### config.mk
export PLATFORM = sky130hd
export DESIGN_NAME = fpu_operand_loader
export DESIGN_NICKNAME = d
export VERILOG_FILES = /design/src/rtl/fpu_operand_loader.sv
export SDC_FILE = /design/constraint.sdc
export NUM_CORES = 1
export LEC_CHECK = 0
export ABC_AREA = 1
export BUFFER_PORTS_ARGS = -buffer_cell sky130_fd_sc_hd__buf_2
export CAP_MARGIN = 10
export CORE_ASPECT_RATIO = 1.75
export CORE_MARGIN = 3
export CORE_UTILIZATION = 53
export DETAILED_ROUTE_END_ITERATION = 12
export PLACE_DENSITY = 0.86
export SYNTH_ARGS = -nofsm -noshare
export SYNTH_HDL_FRONTEND = slang
export SYNTH_SLANG_ARGS = --single-unit
### constraint.sdc
create_clock -name clk -period 3.2 [get_ports clk]
set_input_delay 0.48 -clock clk [delete_from_list [all_inputs] [get_ports clk]]
set_output_delay 0.48 -clock clk [all_outputs]
set_load 0.02 [all_outputs]
### src/rtl/fpu_operand_loader.sv
// Assembles 9-byte serial frames (header, A, B MSB-first) into an operand set for the FP adder.
// op_valid 1 cycle after last B byte; in_ready drops while the set is held awaiting op_ready.
module fpu_operand_loader #(
    parameter logic [3:0]  SYNC    = 4'hA,
    parameter int unsigned TIMEOUT = 16
) (
    input  logic        clk,
    input  logic        rst,
    input  logic        in_valid,
    input  logic [7:0]  in_data,
    output logic        in_ready,
    output logic        op_valid,
    input  logic        op_ready,
    output logic [31:0] op_a,
    output logic [31:0] op_b,
    output logic [1:0]  op_round,
    output logic        op_special,
    output logic        frame_err
);

    typedef enum logic [1:0] {IDLE, LOAD_A, LOAD_B, HOLD} state_t;

    localparam logic [7:0] TO_LAST = 8'(TIMEOUT - 1);

    state_t      state_q, state_d;
    logic [1:0]  cnt_q, cnt_d;
    logic [7:0]  to_q, to_d;
    logic [31:0] op_a_q, op_a_d;
    logic [31:0] op_b_q, op_b_d;
    logic [1:0]  round_q, round_d;
    logic        special_q, special_d;
    logic        valid_q, valid_d;
    logic        err_q, err_d;
    logic        accept;
    logic [31:0] b_shift;

    assign in_ready = !rst && (state_q != HOLD);
    assign accept   = in_valid && in_ready;
    assign b_shift  = {op_b_q[23:0], in_data};

    always_comb begin
        state_d   = state_q;
        cnt_d     = cnt_q;
        to_d      = to_q;
        op_a_d    = op_a_q;
        op_b_d    = op_b_q;
        round_d   = round_q;
        special_d = special_q;
        valid_d   = valid_q;
        err_d     = 1'b0;
        case (state_q)
            IDLE: begin
                if (accept) begin
                    if (in_data[7:4] == SYNC) begin
                        state_d = LOAD_A;
                        cnt_d   = 2'd0;
                        to_d    = 8'd0;
                        round_d = in_data[1:0];
                    end else begin
                        err_d = 1'b1;
                    end
                end
            end
            LOAD_A, LOAD_B: begin
                if (accept) begin
                    to_d  = 8'd0;
                    cnt_d = cnt_q + 2'd1;
                    if (state_q == LOAD_A) begin
                        op_a_d = {op_a_q[23:0], in_data};
                        if (cnt_q == 2'd3) state_d = LOAD_B;
                    end else begin
                        op_b_d = b_shift;
                        if (cnt_q == 2'd3) begin
                            state_d   = HOLD;
                            valid_d   = 1'b1;
                            // Classify against the B value being completed this cycle
                            special_d = (op_a_q[30:23] == 8'hFF) || (b_shift[30:23] == 8'hFF);
                        end
                    end
                end else if (!in_valid) begin
                    if (to_q == TO_LAST) begin
                        state_d = IDLE;
                        cnt_d   = 2'd0;
                        to_d    = 8'd0;
                        err_d   = 1'b1;
                    end else begin
                        to_d = to_q + 8'd1;
                    end
                end
            end
            HOLD: begin
                if (op_ready) begin
                    state_d = IDLE;
                    valid_d = 1'b0;
                end
            end
            default: state_d = IDLE;
        endcase
    end

    always_ff @(posedge clk or posedge rst) begin
        if (rst) begin
            state_q   <= IDLE;
            cnt_q     <= 2'd0;
            to_q      <= 8'd0;
            op_a_q    <= 32'd0;
            op_b_q    <= 32'd0;
            round_q   <= 2'd0;
            special_q <= 1'b0;
            valid_q   <= 1'b0;
            err_q     <= 1'b0;
        end else begin
            state_q   <= state_d;
            cnt_q     <= cnt_d;
            to_q      <= to_d;
            op_a_q    <= op_a_d;
            op_b_q    <= op_b_d;
            round_q   <= round_d;
            special_q <= special_d;
            valid_q   <= valid_d;
            err_q     <= err_d;
        end
    end

    assign op_valid   = valid_q;
    assign op_a       = op_a_q;
    assign op_b       = op_b_q;
    assign op_round   = round_q;
    assign op_special = special_q;
    assign frame_err  = err_q;

endmodule

==> results of run 1 <==
-- cells by family (layout without fill, tap and decap cells) --
logic type / after synthesis / in the layout / synth area share, %
AO/OA/AOI/OAI: 48 / 48 / 6.81
XOR/XNOR: 1 / 1 / 0.246
adder cells (fa/ha/maj): 6 / 6 / 2.11
buffers and inverters: 54 / 139 / 6.67
flip-flops: 81 / 81 / 56.9
AND/OR/NAND/NOR: 238 / 238 / 27.3
-- state kept, by name (all words and copies together), names as in the netlist --
register / count
op_round: 2
cnt_q: 2
to_q: 8
op_special: 1
state_q: 2
op_valid: 1
op_b: 32
frame_err: 1
op_a: 32
-- cells in the mapped netlist --
cell,n,area [µm²]
nor2_2,2,12.5
buf_6,2,22.5
o21ai_0,7,35.0
inv_2,3,11.3
buf_2,7,35.0
inv_1,37,139
o21bai_1,1,7.51
nand3_2,1,10.0
clkbuf_1,2,7.51
o21ai_1,23,115
nor2_1,40,150
nand3_1,16,80.1
a21oi_1,17,85.1
nand2_1,165,619
buf_4,3,22.5
nor3_1,2,10.0
nand2_2,4,25.0
or2_2,1,6.26
nand2_4,1,11.3
nand4_1,4,25.0
dfrtp_1,81,2030
nor2_4,2,22.5
xor2_1,1,8.76
ha_1,6,75.1
-- power breakdown --
part | total (mW) | internal, mW | leakage (nW) | switching, mW
combinational | 1.86 | 0.578 | 1.27 | 1.28
sequential | 1.73 | 1.43 | 1.02 | 0.299
clock | 0.716 | 0.356 | 0.0925 | 0.359
total | 4.30 | 2.36 | 2.38 | 1.94
-- path summary, 6_finish.rpt --
| kind | end | slack (ns) | cells past startpoint |
|---|---|---|---|
| min in group clk | op_b[2] | 0.35 | 3 |
| max in group asynchronous | op_b[5] | 2.36 | 4 |
| setup / recovery | op_a[17] | 1.02 | 7 |
| hold reg to reg | op_b[24] | 0.48 | 2 |
| setup reg to reg | op_a[17] | 1.02 | 7 |
| hold / removal | frame_err | 0.06 | 2 |
-- cell type report --
type                            instances  share of cell area (%)
Tap cell                               80                    2.38
Sequential cell                        81                    48.2
Clock buffer                           10                    3.03
Inverter                               40                    3.60
Multi-Input combinational cell        293                    30.9
Timing Repair Buffer                   84                    10.6
Clock inverter                          5                    1.34
-- worst max-delay path: stages (launching register included) --
cell,delay (ns)
dfrtp_1,0.43
ha_1,0.26
nor2_4,0.16
nand2_4,0.10
inv_2,0.11
nand2_2,0.57
nor2_1,0.31
a21oi_1,0.07
-- metal layers --
layer  global-route usage (%)  vias up  wire [µm]
met4                     10.2        0        165
met5                        0        -          0
li1                         -     1489          -
met1                     26.5     1407       3110
met3                     5.01       14        354
met2                     39.8       77       4430
==> results.yml, run 1 <==
setup_path:
  startpoint_type: "flip-flop"
  critPathCaptureType: "flip-flop"
  worstSetupStartpoint: "state_q[0]"
  worstPathArrival_ns: 2.37
  r2r_start: "state_q[0]"
  critPathKind: "reg -> reg"
  crit_required_ns: 3.39
  worst-path-max-fanout: 64
run:
  cap_viol_max_count: 0
sta:
  fin_skew_ns: 0.00900
  hold_violations: 0
  fin_ws_ns: 1.02
  finalCritPeriodShare_pct: 68.2
  fmax_mhz: 459
  setup_viol: 0
  fin_hold_ws_ns: 0.0647
  period_needed_ns: 2.18
  tightestPinTransition_ns: 1.04
  rsz0062_at_grt: "no"
  drv_slew: 0
  finalSetupTns_ns: 0
  slew-limit-headroom_pct: 30.7
final_layout:
  fin_area_mm2: 0.00421
  post-route-util_pct: 66.1
  seqCellArea_mm2: 0.00203
  area_delta_synth_final_pct: 18.1
  num_antenna_cells: 0
  drive_gt1_share_pct: 22.0
  nFillCells: 590
  final_common_cell: "nand2_1"
  final_nets: 527
  fin_cells: 593
  multi_input_area_mm2: 0.00130
  layout_common_cells: "nand2_1, dfrtp_1, buf_2"
logic_synthesis:
  netlist_area_mm2: 0.00356
  yosysUniqueCellTypes: 24
  yosysWarningCount: 0
  synth_seq_cells: 81
  synth_nets: 446
  yosysSeqAreaShare_pct: 56.9
  syn_avg_cell_area_um2: 8.33
  syn_inst: 428
global_routing:
  grt_pass1_wl_um: 13500
  grt_usage_pct: 23.1
  grt_pass1_vias: 2914
  grt-ovfl-total: 0
  antenna_found_initial: 0
  grt_max_degree: 68
place:
  dpl-instance-area_mm2: 0.00400
  gp_congestion: 0.909
  port_buffers: 81
  place_worst_setup_slack_ns: 1.04
  place_inst: 577
  dpl.hpwl_um: 5920
pwr:
  power_mw: 4.30
  p_leak_nw: 2.38
  power_density_mw_per_mm2: 1020
  ir_worst_vdd_uv: 666
clocking:
  htreeDepth: 3
  clock_path_buffers: 2
  cts_hold_buf: 0
  clk_pin_slew_ns: 0.08
  clockRootBuffer: "clkbuf_8"
  post_cts.repair.setup_buffers: 0
  cts_made_buffers: 9
  worstSkewPairLatency_ns: 0.35
  cts_sinks: 81
  ctsResizeCount: 0
  cts_tree: "done"
die:
  pin_count: 82
  start_util_pct: 55.9
  dieWidth_um: 68.0
  dieArea_mm2: 0.00778
  dieHeight_um: 114
  rows: 38
  core_mm2: 0.00637
detailed_routing:
  totalWireLength_um: 8060
  wire_per_inst_um: 13.6
  routed_via_density: 5.04
  drtIter0Drc: 245
  antenna_left: 0
  drtPass1Iterations: 4
  vias: 2987
  route.detailed.drc: 0
outcome:
  status: "completed"
worst_hold_path:
  hold_class: "in -> async"
(Power assumes the default switching activity.)
==> run 2, diff against run 1 <==
--- a/config.mk
+++ b/config.mk
@@ -5,7 +5,7 @@
 export SDC_FILE = /design/constraint.sdc
 export NUM_CORES = 1
 export LEC_CHECK = 0
-export ABC_AREA = 1
+export ABC_AREA = 0
 export BUFFER_PORTS_ARGS = -buffer_cell sky130_fd_sc_hd__buf_2
 export CAP_MARGIN = 10
 export CORE_ASPECT_RATIO = 1.75
==> constraint.sdc (replaced) <==
create_clock -name clk -period 2.1 [get_ports clk]
set_input_delay 0.315 -clock clk [delete_from_list [all_inputs] [get_ports clk]]
set_output_delay 0.315 -clock clk [all_outputs]
set_load 0.02 [all_outputs]
==> run 2 against run 1 <==
- first-iteration DRC count is 32% lower
- largest cell class unchanged
- global-route usage is 0.59 points lower
- worst setup slack got worse by 0.97 ns
- clock-buffer cell count grew 1
- final cell count fell by 28%
- largest power group unchanged
- clock skew shrank 0.0011 ns
- register-to-register slack got worse by 0.97 ns
- via count decreased by 21%
==> results.yml, run 2 <==
logic_synthesis:
  synth_ff_type: "dfrtp_1"
  synth_top_family_by_area: "multiplexers"
  synth_nets: 262
  synth_edf_count: 0
  synthSimpleGateAreaFrac_pct: 8.06
  synth-adder-area-share_pct: 2.18
  yosysSeqAreaShare_pct: 58.8
  synthTopCellsByCount: "dfrtp_1, mux2_2, nor2_1"
  yosys-mux-area-fraction_pct: 23.2
  yosysUniqueCellTypes: 40
  synthXorXnorAreaFrac_pct: 0
  synth_most_common_cell: "dfrtp_1"
  synth_seq_cells: 81
  synth_largest_area_cell: "dfrtp_1"
  yosysWarningCount: 0
  syn_avg_cell_area_um2: 14.1
  syn_inst: 244
  netlist_area_mm2: 0.00345
  synth.area.top_cells: "dfrtp_1, mux2_2, ha_1"
  synth_top_area_share_pct: 58.8
  async_flop_share_pct: 100
  synth_compound_area_share_pct: 5.41
final_layout:
  area_delta_synth_final_pct: 25.6
  drive_gt1_share_pct: 56.5
  nFillCells: 491
  layout_common_cells: "dfrtp_1, buf_2, mux2_2"
  multi_input_area_mm2: 0.00142
  fin_cells: 427
  num_antenna_cells: 0
  seqCellArea_mm2: 0.00203
  post-route-util_pct: 69.0
  final_nets: 362
die:
  dieWidth_um: 67.0
  dieHeight_um: 113
  pin_count: 82
  core_mm2: 0.00628
  start_util_pct: 54.9
  dieArea_mm2: 0.00755
  rows: 38
run:
  cap_viol_max_count: 0
clocking:
  clock_path_buffers: 2
  clockRootBuffer: "clkbuf_8"
  worstSkewPairLatency_ns: 0.34
  cts_sinks: 81
  cts_hold_buf: 0
  clk_pin_slew_ns: 0.07
  htreeDepth: 3
  cts_made_buffers: 9
  cts_tree: "done"
pwr:
  power_density_mw_per_mm2: 1680
  clock_power_share_pct: 14.7
  p_leak_nw: 2.08
  sw_frac_of_total_pct: 40.4
  seqPwrFrac_pct: 38.2
  ir_worst_vdd_uv: 969
  switchingPower_mw: 2.95
  power_frac_comb_pct: 47.1
  power_mw: 7.29
  intPower_mw: 4.34
place:
  dpl.hpwl_um: 5630
  gp_congestion: 0.873
  port_buffers: 81
  place_inst: 409
detailed_routing:
  totalWireLength_um: 7750
  wire_per_inst_um: 18.2
  drtIter0Drc: 166
  drtPass1Iterations: 4
  antenna_left: 0
  routed_via_density: 5.55
  route.detailed.drc: 0
  vias: 2369
setup_path:
  critPathCaptureType: "flip-flop"
  startpoint_type: "flip-flop"
  r2r_start: "state_q[1]"
  reg2regPathDepth: 7
  worstPathArrival_ns: 2.28
  worst-path-max-fanout: 5
  critPathKind: "reg -> reg"
  regToRegEndpoint: "state_q[1]"
  crit_required_ns: 2.33
  reg2reg_setup_slack_ns: 0.05
global_routing:
  grt_pass1_vias: 2490
  grt-ovfl-total: 0
  antenna_found_initial: 0
  grt_usage_pct: 22.5
  grt_max_degree: 53
  grt_pass1_wl_um: 12500
sta:
  fmax_mhz: 488
  hold_violations: 0
  setup_viol: 0
  finalCritPeriodShare_pct: 97.6
  drv_slew: 0
  tightestPinTransition_ns: 0.529
  fin_skew_ns: 0.00786
  period_needed_ns: 2.05
  rsz0062_at_grt: "yes"
  slew-limit-headroom_pct: 64.7
worst_hold_path:
  hold_class: "in -> async"
outcome:
  status: "completed"
[run 2: cell types whose count changed in the layout (fill, tap and decap cells not counted), moves of 4 or more]
cell	previous run	this run
nand2_2	4	0
buf_4	2	14
nand3_1	16	5
inv_1	36	4
a21oi_1	17	2
nor2_1	40	7
nand2_1	165	5
o21ai_1	23	0
mux2_2	0	67
[run 2: layout make-up]
type                       instances  share of cell area (%)
clock inverter                     3                   0.983
inverter                           5                   0.520
sequential                        81                    46.8
tap                               80                    2.31
multi-input combinational        148                    32.8
timing repair buffer              99                    13.2
clock buffer                      11                    3.27
[run 2: critical path: stages (launching register included)]
cell       delay [ns]
dfrtp_1          0.44
ha_4             0.20
nor3b_4          0.23
buf_4            0.15
a211oi_2         0.04
buf_4            0.18
a2111oi_4        0.36
mux2_4           0.34
[run 2: how the worst max path moves through the flow]
stage                    start          to  slack [ns]  cells after the start
floorplan           state_q[0]  state_q[0]      -0.003                      6
global placement    state_q[1]  op_special       -0.02                      6
detailed placement  state_q[1]  op_special       -0.11                      6
CTS                 state_q[1]    op_b[13]      -0.005                      7
global route        state_q[1]  state_q[1]       -0.03                      7
finish              state_q[1]  state_q[1]        0.05                      7
[run 2: repair_timing]
| action | 4_1_cts | 5_1_grt |
|---|---|---|
| gates resized for setup | 5 | 13 |
| pin swaps | 0 | 3 |
| setup endpoints to repair | 15 | 43 |
| buffers inserted | 0 | 4 |
[run 2: kinds of logic after synthesis]
logic type	after synthesis
adder cells (fa/ha/maj)	6
flip-flops	81
AND/OR/NAND/NOR	46
AO/OA/AOI/OAI	25
multiplexers	71
buffers and inverters	15
[run 2: stage by stage]
stage / area, µm² / setup slack (ns) / hold WS, ns / TNS (ns)
after CTS: 4230 / -0.00522 / 0.0387 / -0.0139
after detailed placement: 4020 / -0.109 / 0.425 / -0.221
final: 4330 / 0.0497 / 0.0548 / 0
after floorplan: 3450 / -0.00299 / 0.450 / -0.00598
after global placement: 4020 / -0.0182 / 0.413 / -0.0182
after global routing: 4330 / -0.0280 / 0.0663 / -0.0662
[run 2: power by group through the flow]
stage	Combinational [mW]	Clock, mW	Sequential (mW)
6_report	3.43	1.07	2.79
5_1_grt	3.65	1.17	2.89
4_1_cts	3.24	1.11	2.78
3_5_place_dp	3.17	0	2.81
3_3_place_gp	3.07	0	2.78
2_1_floorplan	1.34	0	3.45
[run 2: metal layers]
metal  global-route usage, %  share of wire (%)  vias up
met5                       0                  0        -
met4                    10.3                2.1        0
met3                    6.31                4.3       13
met2                    39.0                 57       64
met1                    24.7                 37     1214
li1                        -                  -     1078
==> run 3, diff against run 2 <==
--- a/config.mk
+++ b/config.mk
@@ -12,6 +12,7 @@
 export CORE_MARGIN = 3
 export CORE_UTILIZATION = 53
 export DETAILED_ROUTE_END_ITERATION = 12
+export MAX_ROUTING_LAYER = met4
 export PLACE_DENSITY = 0.86
 export SYNTH_ARGS = -nofsm -noshare
 export SYNTH_HDL_FRONTEND = slang
==> run 3 against run 2 <==
- final cell count stayed put
- clock-buffer cell count did not move
- clock skew down 0.00078 ns
- maximum frequency grew 0.31%
- worst hold slack improved by 0.0026 ns
- clock power about the same
- via count up 0.93%
- global-route usage grew 0.58 points
- critical path depth unchanged
- utilization is the same
- register-to-register slack about the same
==> results.yml, run 3 (synthesized netlist as in run 2, its figures left out) <==
setup_path:
  worstPathArrival_ns: 2.27
  crit_slowest_cell: "dfrtp_1"
  worst-path-max-fanout: 5
  crit_top_cell: "buf_4"
  crit_chain: "ha_4, nor3b_4, buf_4, a211oi_2, buf_4, a2111oi_4, mux2_4"
  max_stage_delay_ns: 0.44
  critPathCaptureType: "flip-flop"
  crit_required_ns: 2.33
  critPathKind: "reg -> reg"
  startpoint_type: "flip-flop"
die:
  pin_count: 82
  dieWidth_um: 67.0
  dieArea_mm2: 0.00755
  core_mm2: 0.00628
  start_util_pct: 54.9
  rows: 38
  dieHeight_um: 113
sta:
  drv_slew: 0
  fin_skew_ns: 0.00708
  rsz0062_at_grt: "yes"
  fin_ws_ns: 0.0560
  fmax_mhz: 489
  period_needed_ns: 2.04
  hold_violations: 0
  finalCritPeriodShare_pct: 97.3
  setup_viol: 0
  fin_hold_ws_ns: 0.0574
  slew-limit-headroom_pct: 65.0
  tightestPinTransition_ns: 0.525
final_layout:
  multi_input_area_mm2: 0.00142
  nFillCells: 491
  final_nets: 362
  layout_common_cells: "dfrtp_1, buf_2, mux2_2"
  drive_gt1_share_pct: 56.5
  seqCellArea_mm2: 0.00203
  num_antenna_cells: 0
  area_delta_synth_final_pct: 25.6
place:
  gp_congestion: 0.887
  place_worst_setup_slack_ns: -0.109
  dpl.hpwl_um: 5630
  port_buffers: 81
detailed_routing:
  antenna_left: 0
  totalWireLength_um: 7760
  drtIter0Drc: 172
  drtPass1Iterations: 4
  vias: 2391
  wire_per_inst_um: 18.2
  route.detailed.drc: 0
  routed_via_density: 5.60
clocking:
  clockRootBuffer: "clkbuf_8"
  worstSkewPairLatency_ns: 0.34
  clk_pin_slew_ns: 0.07
  cts_sinks: 81
  htreeDepth: 3
  clock_path_buffers: 2
  cts_tree: "done"
  cts_made_buffers: 9
global_routing:
  grt-ovfl-total: 0
  grt_max_degree: 53
  grt_pass1_wl_um: 12500
  grt_pass1_vias: 2499
  antenna_found_initial: 0
  grt_usage_pct: 23.0
pwr:
  ir_worst_vdd_uv: 971
  p_leak_nw: 2.08
  power_density_mw_per_mm2: 1680
outcome:
  status: "completed"
run:
  cap_viol_max_count: 0
worst_hold_path:
  hold_class: "in -> async"
[run 3: timing repair]
item | in CTS | in global routing
hold buffers | 0 | 0
pin swaps | 0 | 3
resized for setup | 5 | 13
cloned | 0 | 0
setup endpoints to repair | 15 | 43
setup buffers | 0 | 4
[run 3: path summary, 6_finish.rpt]
path,from,end,slack (ns),cells after the start
hold / removal,rst,op_b[3],0.06,2
setup / recovery,state_q[1],state_q[1],0.06,7
hold reg to reg,op_round[1],op_round[1],0.51,1
max in group asynchronous,rst,op_b[7],1.44,3
setup reg to reg,state_q[1],state_q[1],0.06,7
min in group clk,in_data[5],op_b[5],0.23,2
[run 3: area by class of cell]
cell class                      instances  area share [%]
Sequential cell                        81            46.8
Inverter                                5           0.520
Clock buffer                           11            3.27
Clock inverter                          3           0.983
Timing Repair Buffer                   99            13.2
Multi-Input combinational cell        148            32.8
Tap cell                               80            2.31
[run 3: metal layers]
layer	routed length [µm]	GRT usage, %
met5	0	-
met4	190	11.1
met2	4420	38.9
met3	276	5.01
met1	2880	25.0
[run 3: report_power, final]
group	total [mW]	switching (mW)	internal [mW]	leakage, nW
clock	1.07	0.502	0.567	0.0913
sequential	2.79	0.551	2.24	1.01
combinational	3.43	1.89	1.54	0.972
[run 3: stage by stage]
| step | instance area (µm²) | power (mW) | setup TNS (ns) | instances | util, % |
|---|---|---|---|---|---|
| 3_5_place_dp | 4020 | 5.98 | -0.221 | 409 | 64.1 |
| 2_1_floorplan | 3450 | 4.79 | -0.00598 | 244 | - |
| 3_3_place_gp | 4020 | 5.85 | -0.0182 | 409 | 64.1 |
| 5_1_grt | 4330 | 7.71 | -0.0662 | 427 | 69.0 |
| 6_report | 4330 | 7.29 | 0 | 427 | 69.0 |
| 4_1_cts | 4230 | 7.13 | -0.0139 | 423 | 67.5 |
[run 3: critical path: cells and delay by family, from the launching register on]
family,cells,cell delay [ns]
muxes,1,0.34
DFF,1,0.44
and+or+nand+nor,1,0.23
AOI/OAI and AO/OA,2,0.40
adders and majority gates,1,0.20
buffers and inverters,2,0.33
